<file path="config.mk">
export PLATFORM = sky130hd
export DESIGN_NAME = agg_col_sequencer
export DESIGN_NICKNAME = d
export VERILOG_FILES = /design/src/rtl/agg_col_sequencer.sv
export SDC_FILE = /design/constraint.sdc
export NUM_CORES = 1
export LEC_CHECK = 0
export CAP_MARGIN = 0
export CELL_PAD_IN_SITES_DETAIL_PLACEMENT = 1
export CELL_PAD_IN_SITES_GLOBAL_PLACEMENT = 1
export CORE_MARGIN = 8
export CORE_UTILIZATION = 30
export CTS_CLUSTER_DIAMETER = 80
export DETAILED_ROUTE_END_ITERATION = 12
export PLACE_DENSITY_LB_ADDON = 0.25
export SLEW_MARGIN = 20
export SYNTH_ARGS = -nofsm -noshare
export SYNTH_HDL_FRONTEND = slang
export SYNTH_SLANG_ARGS = --single-unit
</file>
<file path="constraint.sdc">
create_clock -name clk -period 3.4 [get_ports clk]
set_input_delay 0.85 -clock clk [delete_from_list [all_inputs] [get_ports clk]]
set_output_delay 0.85 -clock clk [all_outputs]
set_load 0.02 [all_outputs]
</file>
<file path="src/rtl/agg_col_sequencer.sv">
// Sequences the shared aggregation MAC between two PE lanes: round-robin grant, N*N MAC walk, N-result drain.
// Latency: grant -> first MAC issue 1 cycle; >=2 cycles per (elem,row) pair; done 1 cycle after last drain beat.
// Backpressure: MAC stalls in WAIT until i_mac_done; drain holds o_out_idx while i_out_ready is low.
// Optional build macro AGG_SKIP_ZERO_EN: pairs whose adjacency bit is 0 are skipped without a MAC issue.
module agg_col_sequencer #(
  parameter int N    = 100,
  parameter int DW   = 16,
  parameter int IDXW = 3,
  parameter int CW   = 8
) (
  input  logic            clk,
  input  logic            rst,
  input  logic            i_req_1,
  input  logic            i_req_2,
  input  logic [IDXW-1:0] i_col_idx_1,
  input  logic [IDXW-1:0] i_col_idx_2,
  output logic            o_gnt_1,
  output logic            o_gnt_2,
  output logic            o_lane,
  output logic [IDXW-1:0] o_col_idx,
  output logic            o_busy,
  output logic            o_acc_clr,
  output logic [CW-1:0]   o_elem,
  output logic [CW-1:0]   o_row,
  input  logic            i_adj_bit,
  output logic            o_mac_valid,
  input  logic            i_mac_done,
  output logic            o_out_valid,
  output logic [CW-1:0]   o_out_idx,
  input  logic            i_out_ready,
  output logic            o_done
);

  typedef enum logic [2:0] {IDLE, ISSUE, WAIT, DRAIN, DONE} state_t;

  localparam logic [CW-1:0] LAST = CW'(N - 1);

  state_t            state, state_nxt;
  logic              rr_ptr, rr_nxt;     // 0 = lane 1 wins a tie, 1 = lane 2 wins
  logic              gnt_1_nxt, gnt_2_nxt, lane_nxt, busy_nxt, acc_clr_nxt;
  logic [IDXW-1:0]   col_idx_nxt;
  logic [CW-1:0]     elem_nxt, row_nxt, out_idx_nxt;
  logic              mac_valid_nxt, out_valid_nxt, done_nxt;

  logic              pick_2;
  logic              row_wrap, last_pair;
  logic [CW-1:0]     row_adv, elem_adv;
  logic              unused_tie;

  // DW documents the datapath width only; i_adj_bit is dead in the default build.
  assign unused_tie = (DW > 0) && i_adj_bit;

  assign pick_2    = i_req_2 && (!i_req_1 || rr_ptr);
  assign row_wrap  = (o_row == LAST);
  assign last_pair = row_wrap && (o_elem == LAST);
  assign row_adv   = row_wrap ? '0 : o_row + 1'b1;
  assign elem_adv  = row_wrap ? ((o_elem == LAST) ? '0 : o_elem + 1'b1) : o_elem;

  // Next-state and next-output decode; every output is registered below.
  always_comb begin
    state_nxt     = state;
    rr_nxt        = rr_ptr;
    gnt_1_nxt     = 1'b0;
    gnt_2_nxt     = 1'b0;
    lane_nxt      = o_lane;
    col_idx_nxt   = o_col_idx;
    busy_nxt      = o_busy;
    acc_clr_nxt   = 1'b0;
    elem_nxt      = o_elem;
    row_nxt       = o_row;
    mac_valid_nxt = 1'b0;
    out_valid_nxt = 1'b0;
    out_idx_nxt   = o_out_idx;
    done_nxt      = 1'b0;
    case (state)
      IDLE: begin
        if (i_req_1 || i_req_2) begin
          gnt_1_nxt   = !pick_2;
          gnt_2_nxt   = pick_2;
          lane_nxt    = pick_2;
          col_idx_nxt = pick_2 ? i_col_idx_2 : i_col_idx_1;
          busy_nxt    = 1'b1;
          acc_clr_nxt = 1'b1;
          elem_nxt    = '0;
          row_nxt     = '0;
          out_idx_nxt = '0;
          // The pointer only moves on a contested grant.
          if (i_req_1 && i_req_2) rr_nxt = !pick_2;
          state_nxt   = ISSUE;
        end
      end
      ISSUE: begin
`ifdef AGG_SKIP_ZERO_EN
        if (!i_adj_bit) begin
          elem_nxt = elem_adv;
          row_nxt  = row_adv;
          if (last_pair) begin
            out_valid_nxt = 1'b1;
            out_idx_nxt   = '0;
            state_nxt     = DRAIN;
          end
        end else begin
          mac_valid_nxt = 1'b1;
          state_nxt     = WAIT;
        end
`else
        mac_valid_nxt = 1'b1;
        state_nxt     = WAIT;
`endif
      end
      WAIT: begin
        if (i_mac_done) begin
          elem_nxt = elem_adv;
          row_nxt  = row_adv;
          if (last_pair) begin
            out_valid_nxt = 1'b1;
            out_idx_nxt   = '0;
            state_nxt     = DRAIN;
          end else begin
            state_nxt = ISSUE;
          end
        end
      end
      DRAIN: begin
        out_valid_nxt = 1'b1;
        if (o_out_valid && i_out_ready) begin
          if (o_out_idx == LAST) begin
            out_valid_nxt = 1'b0;
            done_nxt      = 1'b1;
            state_nxt     = DONE;
          end else begin
            out_idx_nxt = o_out_idx + 1'b1;
          end
        end
      end
      DONE: begin
        busy_nxt  = 1'b0;
        state_nxt = IDLE;
      end
      default: state_nxt = IDLE;
    endcase
  end

  // State, arbitration pointer and registered outputs; reset abandons any job in flight.
  always_ff @(posedge clk) begin
    if (rst) begin
      state       <= IDLE;
      rr_ptr      <= 1'b0;
      o_gnt_1     <= 1'b0;
      o_gnt_2     <= 1'b0;
      o_lane      <= 1'b0;
      o_col_idx   <= '0;
      o_busy      <= 1'b0;
      o_acc_clr   <= 1'b0;
      o_elem      <= '0;
      o_row       <= '0;
      o_mac_valid <= 1'b0;
      o_out_valid <= 1'b0;
      o_out_idx   <= '0;
      o_done      <= 1'b0;
    end else begin
      state       <= state_nxt;
      rr_ptr      <= rr_nxt;
      o_gnt_1     <= gnt_1_nxt;
      o_gnt_2     <= gnt_2_nxt;
      o_lane      <= lane_nxt;
      o_col_idx   <= col_idx_nxt;
      o_busy      <= busy_nxt;
      o_acc_clr   <= acc_clr_nxt;
      o_elem      <= elem_nxt;
      o_row       <= row_nxt;
      o_mac_valid <= mac_valid_nxt;
      o_out_valid <= out_valid_nxt;
      o_out_idx   <= out_idx_nxt;
      o_done      <= done_nxt;
    end
  end

endmodule

</file>
==> run summary <==
The number of antenna violations at the first check in global routing came to 0. The depth of the worst register-to-register path came out at 4. Counting the fill cells in the layout gives between 700 and 800.

The origin of the critical flop-to-flop path is state[1]. The total chip power came out at around 950 uW. The half-perimeter wire length after placement is 3790 um. For this design, the CTS-stage hold fixing added 0 buffers.

The number of remaining DRC errors is 0. The flow ran to the end, and the final reports show no timing, DRC or antenna violations. The transition at the pin with the smallest max-transition slack came out at 0.789 ns. The total power divided by cell area came out at 380 nW/um^2. Data on the critical path arrives at its endpoint at roughly 2.8 ns. The antenna violation net count after detailed routing came out at 0. The ratio of routed vias to standard cells is about 5. The first global-routing pass estimated slightly above 9000 um of wire. The number of clock sinks seen by CTS came out at 39. During synthesis, Yosys emitted a total of 0 warnings. The pre-CTS setup slack came out at 0.439 ns. The total of max-cap violations came out at 0. Dividing the final minimum period by the clock period gives 0.775. The finished cells cover between 2000 and 3000 um^2. The met2 track utilization from global routing came out at 0.194. Gates resized during post-CTS repair numbered 0. The static leakage is 0.000863 uW.

The pin count of the biggest net entering global routing came out at 32. The standard-cell row count is 29. For this run, the register share of the synthesized area comes to 0.409. The antenna cell count came out at 0. Compared with the post-synthesis result, the final layout area differs by 31.5%. CTS built an H-tree with a depth of 2. In this run the worst hold path is classified as register to register. The via count is around 1800. The count of buffers added by post-CTS timing repair for setup is 0. The first routing iteration left 34 violations. The worst slew margin relative to its limit is 0.470. The most common cell after layout, fill and taps aside is sky130_fd_sc_hd__clkdlybuf4s50_1. Clock latency on the worst-skew pair, taken at its later pin, is around 0.29 ns. The flip-flop and latch count after synthesis is 39. The number of nets in the synthesized netlist is roughly 250. The final clock skew came out at a little over 0.008 ns. Setup repair after global routing left no endpoint under its margin. The post-synthesis cell type count is 45. The worst setup path is captured at a register. The width of the chip is around 96 um. The global-route usage over all layers came out at 0.121. For this run, the detailed router's first-pass iteration total came to 4. The setup path with the least slack is of type primary input to register. On the final layout, the worst hold slack is a little over 0.5 ns.

TritonCTS built the clock tree. The critical register-to-register path endpoint is o_elem[3]. The total setup violations reported at the end of the flow came out at 0.

The number of input and output port buffers inserted came out at between 40 and 50. The sum of overflow across all layers after global routing is 0. The buffer cell driving the clock tree root is sky130_fd_sc_hd__clkbuf_8.

The number of clock buffers added by TritonCTS is 5. The cell count after synthesis came out at approximately 230. STA classifies the critical path startpoint as a primary input. Tracing the worst setup path back leads to its startpoint at i_req_1.

In this run the worst setup path terminates at o_elem[3]. The share of final-layout standard cells stronger than drive strength 1 came out at 0.0612. The data required time at the worst endpoint is around 3.6 ns.

After detailed placement, the total cell area comes to around 2400 um^2. For the finished layout, the period the worst path requires is roughly 2.6 ns. The register-to-register path setup slack came out at 1.19 ns. The starting density of the core came out at 0.306.

The met1 track demand over resource in global routing is 0.158. The met3 global-route usage is 0.0312. The core region is 6240 um^2. In this run the worst path has a maximum fanout of 12. The height of the chip is 95.7 um. The peak clock frequency supported by timing is roughly 0.38 GHz.

After routing, the total negative slack on setup checks comes to 0 ns. In this run the most used layer during global routing was met2. The maximum count of clock buffers along a single path is 2. The worst-case IR drop observed on VDD is 0.196 mV.

Leaving out fill and tap cells, the most frequent cells in the layout are 46 x sky130_fd_sc_hd__clkdlybuf4s50_1, 39 x sky130_fd_sc_hd__nor2_1, 39 x sky130_fd_sc_hd__dfxtp_1, 18 x sky130_fd_sc_hd__nand2_1, 14 x sky130_fd_sc_hd__o21ai_0. The weighted congestion at the end of routability-driven global placement came out at 0.748. The post-layout worst setup margin is between 0.7 and 0.8 ns. The number of pins exceeding their max-slew limit in the final report came out at 0. The detail-routed net length per standard cell came out at around 15 um. The post-detailed-routing wire length came out at roughly 5200 um. The final count of hold timing violations came out at 0. The synthesized area came out at between 1500 and 2000 um^2.

The number of top-level pins is 48. The die covers just over 9000 um^2. A synthesized cell averages just over 8 um^2. The number of global-route vias before repair is between 1500 and 2000. The clock-pin slew reported for the worst setup and hold paths after clock tree synthesis came out at around 0.080 ns. The total number of nets in the final design is between 200 and 300.
[worst min-delay path by stage]
stage | start | endpoint | slack [ns] | cells past startpoint
4_1_cts | o_out_idx[1] | o_out_idx[1] | 0.50 | 2
2_1_floorplan | rr_ptr | rr_ptr | 0.48 | 2
3_5_place_dp | o_out_idx[1] | o_out_idx[1] | 0.49 | 2
5_1_grt | o_out_idx[1] | o_out_idx[1] | 0.54 | 2
6_report | o_out_idx[1] | o_out_idx[1] | 0.50 | 2
3_3_place_gp | o_out_idx[1] | o_out_idx[1] | 0.49 | 2
[metrics by stage]
| stage | cells | utilization |
|---|---|---|
| finish | 355 | 0.402 |
| global route | 355 | 0.402 |
| CTS | 355 | 0.402 |
| detailed placement | 347 | 0.389 |
| global placement | 347 | 0.389 |
| floorplan | 231 | - |
[worst max-delay path, cell delays in order]
cell                              delay [ns]
sky130_fd_sc_hd__clkdlybuf4s50_1        0.52
sky130_fd_sc_hd__nor3_1                 0.09
sky130_fd_sc_hd__or4_4                  0.62
sky130_fd_sc_hd__or3_1                  0.46
sky130_fd_sc_hd__o41ai_2                0.28
[kinds of logic after synthesis]
family | synth area share
AND/OR/NAND/NOR | 0.334
AO/OA/AOI/OAI | 0.146
flip-flops | 0.409
buffers and inverters | 0.0335
XOR/XNOR | 0.0367
multiplexers | 0.0210
adder cells (fa/ha/maj) | 0.0197
[power by group]
group          leakage (uW)  internal, uW  total [uW]  switching, uW
Clock             0.0000422           144         311            166
Combinational      0.000504          68.0         153           84.5
Sequential         0.000317           473         489           15.4
[metal layers]
| layer | vias up | wire [um] |
|---|---|---|
| met3 | 2 | 265 |
| met5 | - | 0 |
| met2 | 32 | 2380 |
| li1 | 910 | - |
| met4 | 0 | 25 |
| met1 | 853 | 2530 |
[state kept, by name, summed over array words and instances (netlist names)]
| register | flops |
|---|---|
| o_acc_clr | 1 |
| o_busy | 1 |
| o_col_idx | 3 |
| o_done | 1 |
| o_elem | 8 |
| o_gnt_1 | 1 |
| o_gnt_2 | 1 |
| o_lane | 1 |
| o_mac_valid | 1 |
| o_out_idx | 8 |
| o_out_valid | 1 |
| o_row | 8 |
| rr_ptr | 1 |
| state | 3 |
[area by class of cell]
type | count | area (um^2) | area share
inverter | 3 | 11.3 | 0.00449
multi-input combinational | 180 | 1060 | 0.424
clock inverter | 1 | 5.00 | 0.00200
timing repair buffer | 48 | 475 | 0.190
tap | 77 | 96.3 | 0.0384
clock buffer | 7 | 76.3 | 0.0304
sequential | 39 | 781 | 0.311
[cells in the mapped netlist (all sizes together)]
| cell | instances | area share |
|---|---|---|
| o31ai | 2 | 0.0079 |
| nand2 | 18 | 0.035 |
| and2 | 2 | 0.0066 |
| o211ai | 1 | 0.0039 |
| nand4b | 2 | 0.0092 |
| xor2 | 1 | 0.0046 |
| o21a | 1 | 0.0039 |
| o22ai | 1 | 0.0033 |
| a31oi | 2 | 0.0066 |
| or2 | 6 | 0.020 |
| nor3b | 2 | 0.0079 |
| nand3b | 4 | 0.016 |
| inv | 3 | 0.0059 |
| o21ai | 16 | 0.042 |
| buf | 5 | 0.020 |
| xnor2 | 7 | 0.032 |
| nor2 | 39 | 0.077 |
| nor4 | 4 | 0.021 |
| and3 | 1 | 0.0033 |
| nor3 | 13 | 0.034 |
| clkbuf | 4 | 0.0079 |
| or4 | 3 | 0.014 |
| a21o | 2 | 0.012 |
| ha | 3 | 0.020 |
| nor2b | 10 | 0.033 |
| a211oi | 4 | 0.016 |
| and3b | 1 | 0.0046 |
| or2b | 1 | 0.0039 |
| a32oi | 1 | 0.0046 |
| or3 | 5 | 0.016 |
| nand4 | 3 | 0.0098 |
| dfxtp | 39 | 0.41 |
| mux2i | 4 | 0.021 |
| a21oi | 10 | 0.028 |
| nor4b | 1 | 0.0046 |
| o41ai | 3 | 0.018 |
| nand3 | 7 | 0.018 |
Note: power is estimated with default switching activity, not from simulation.
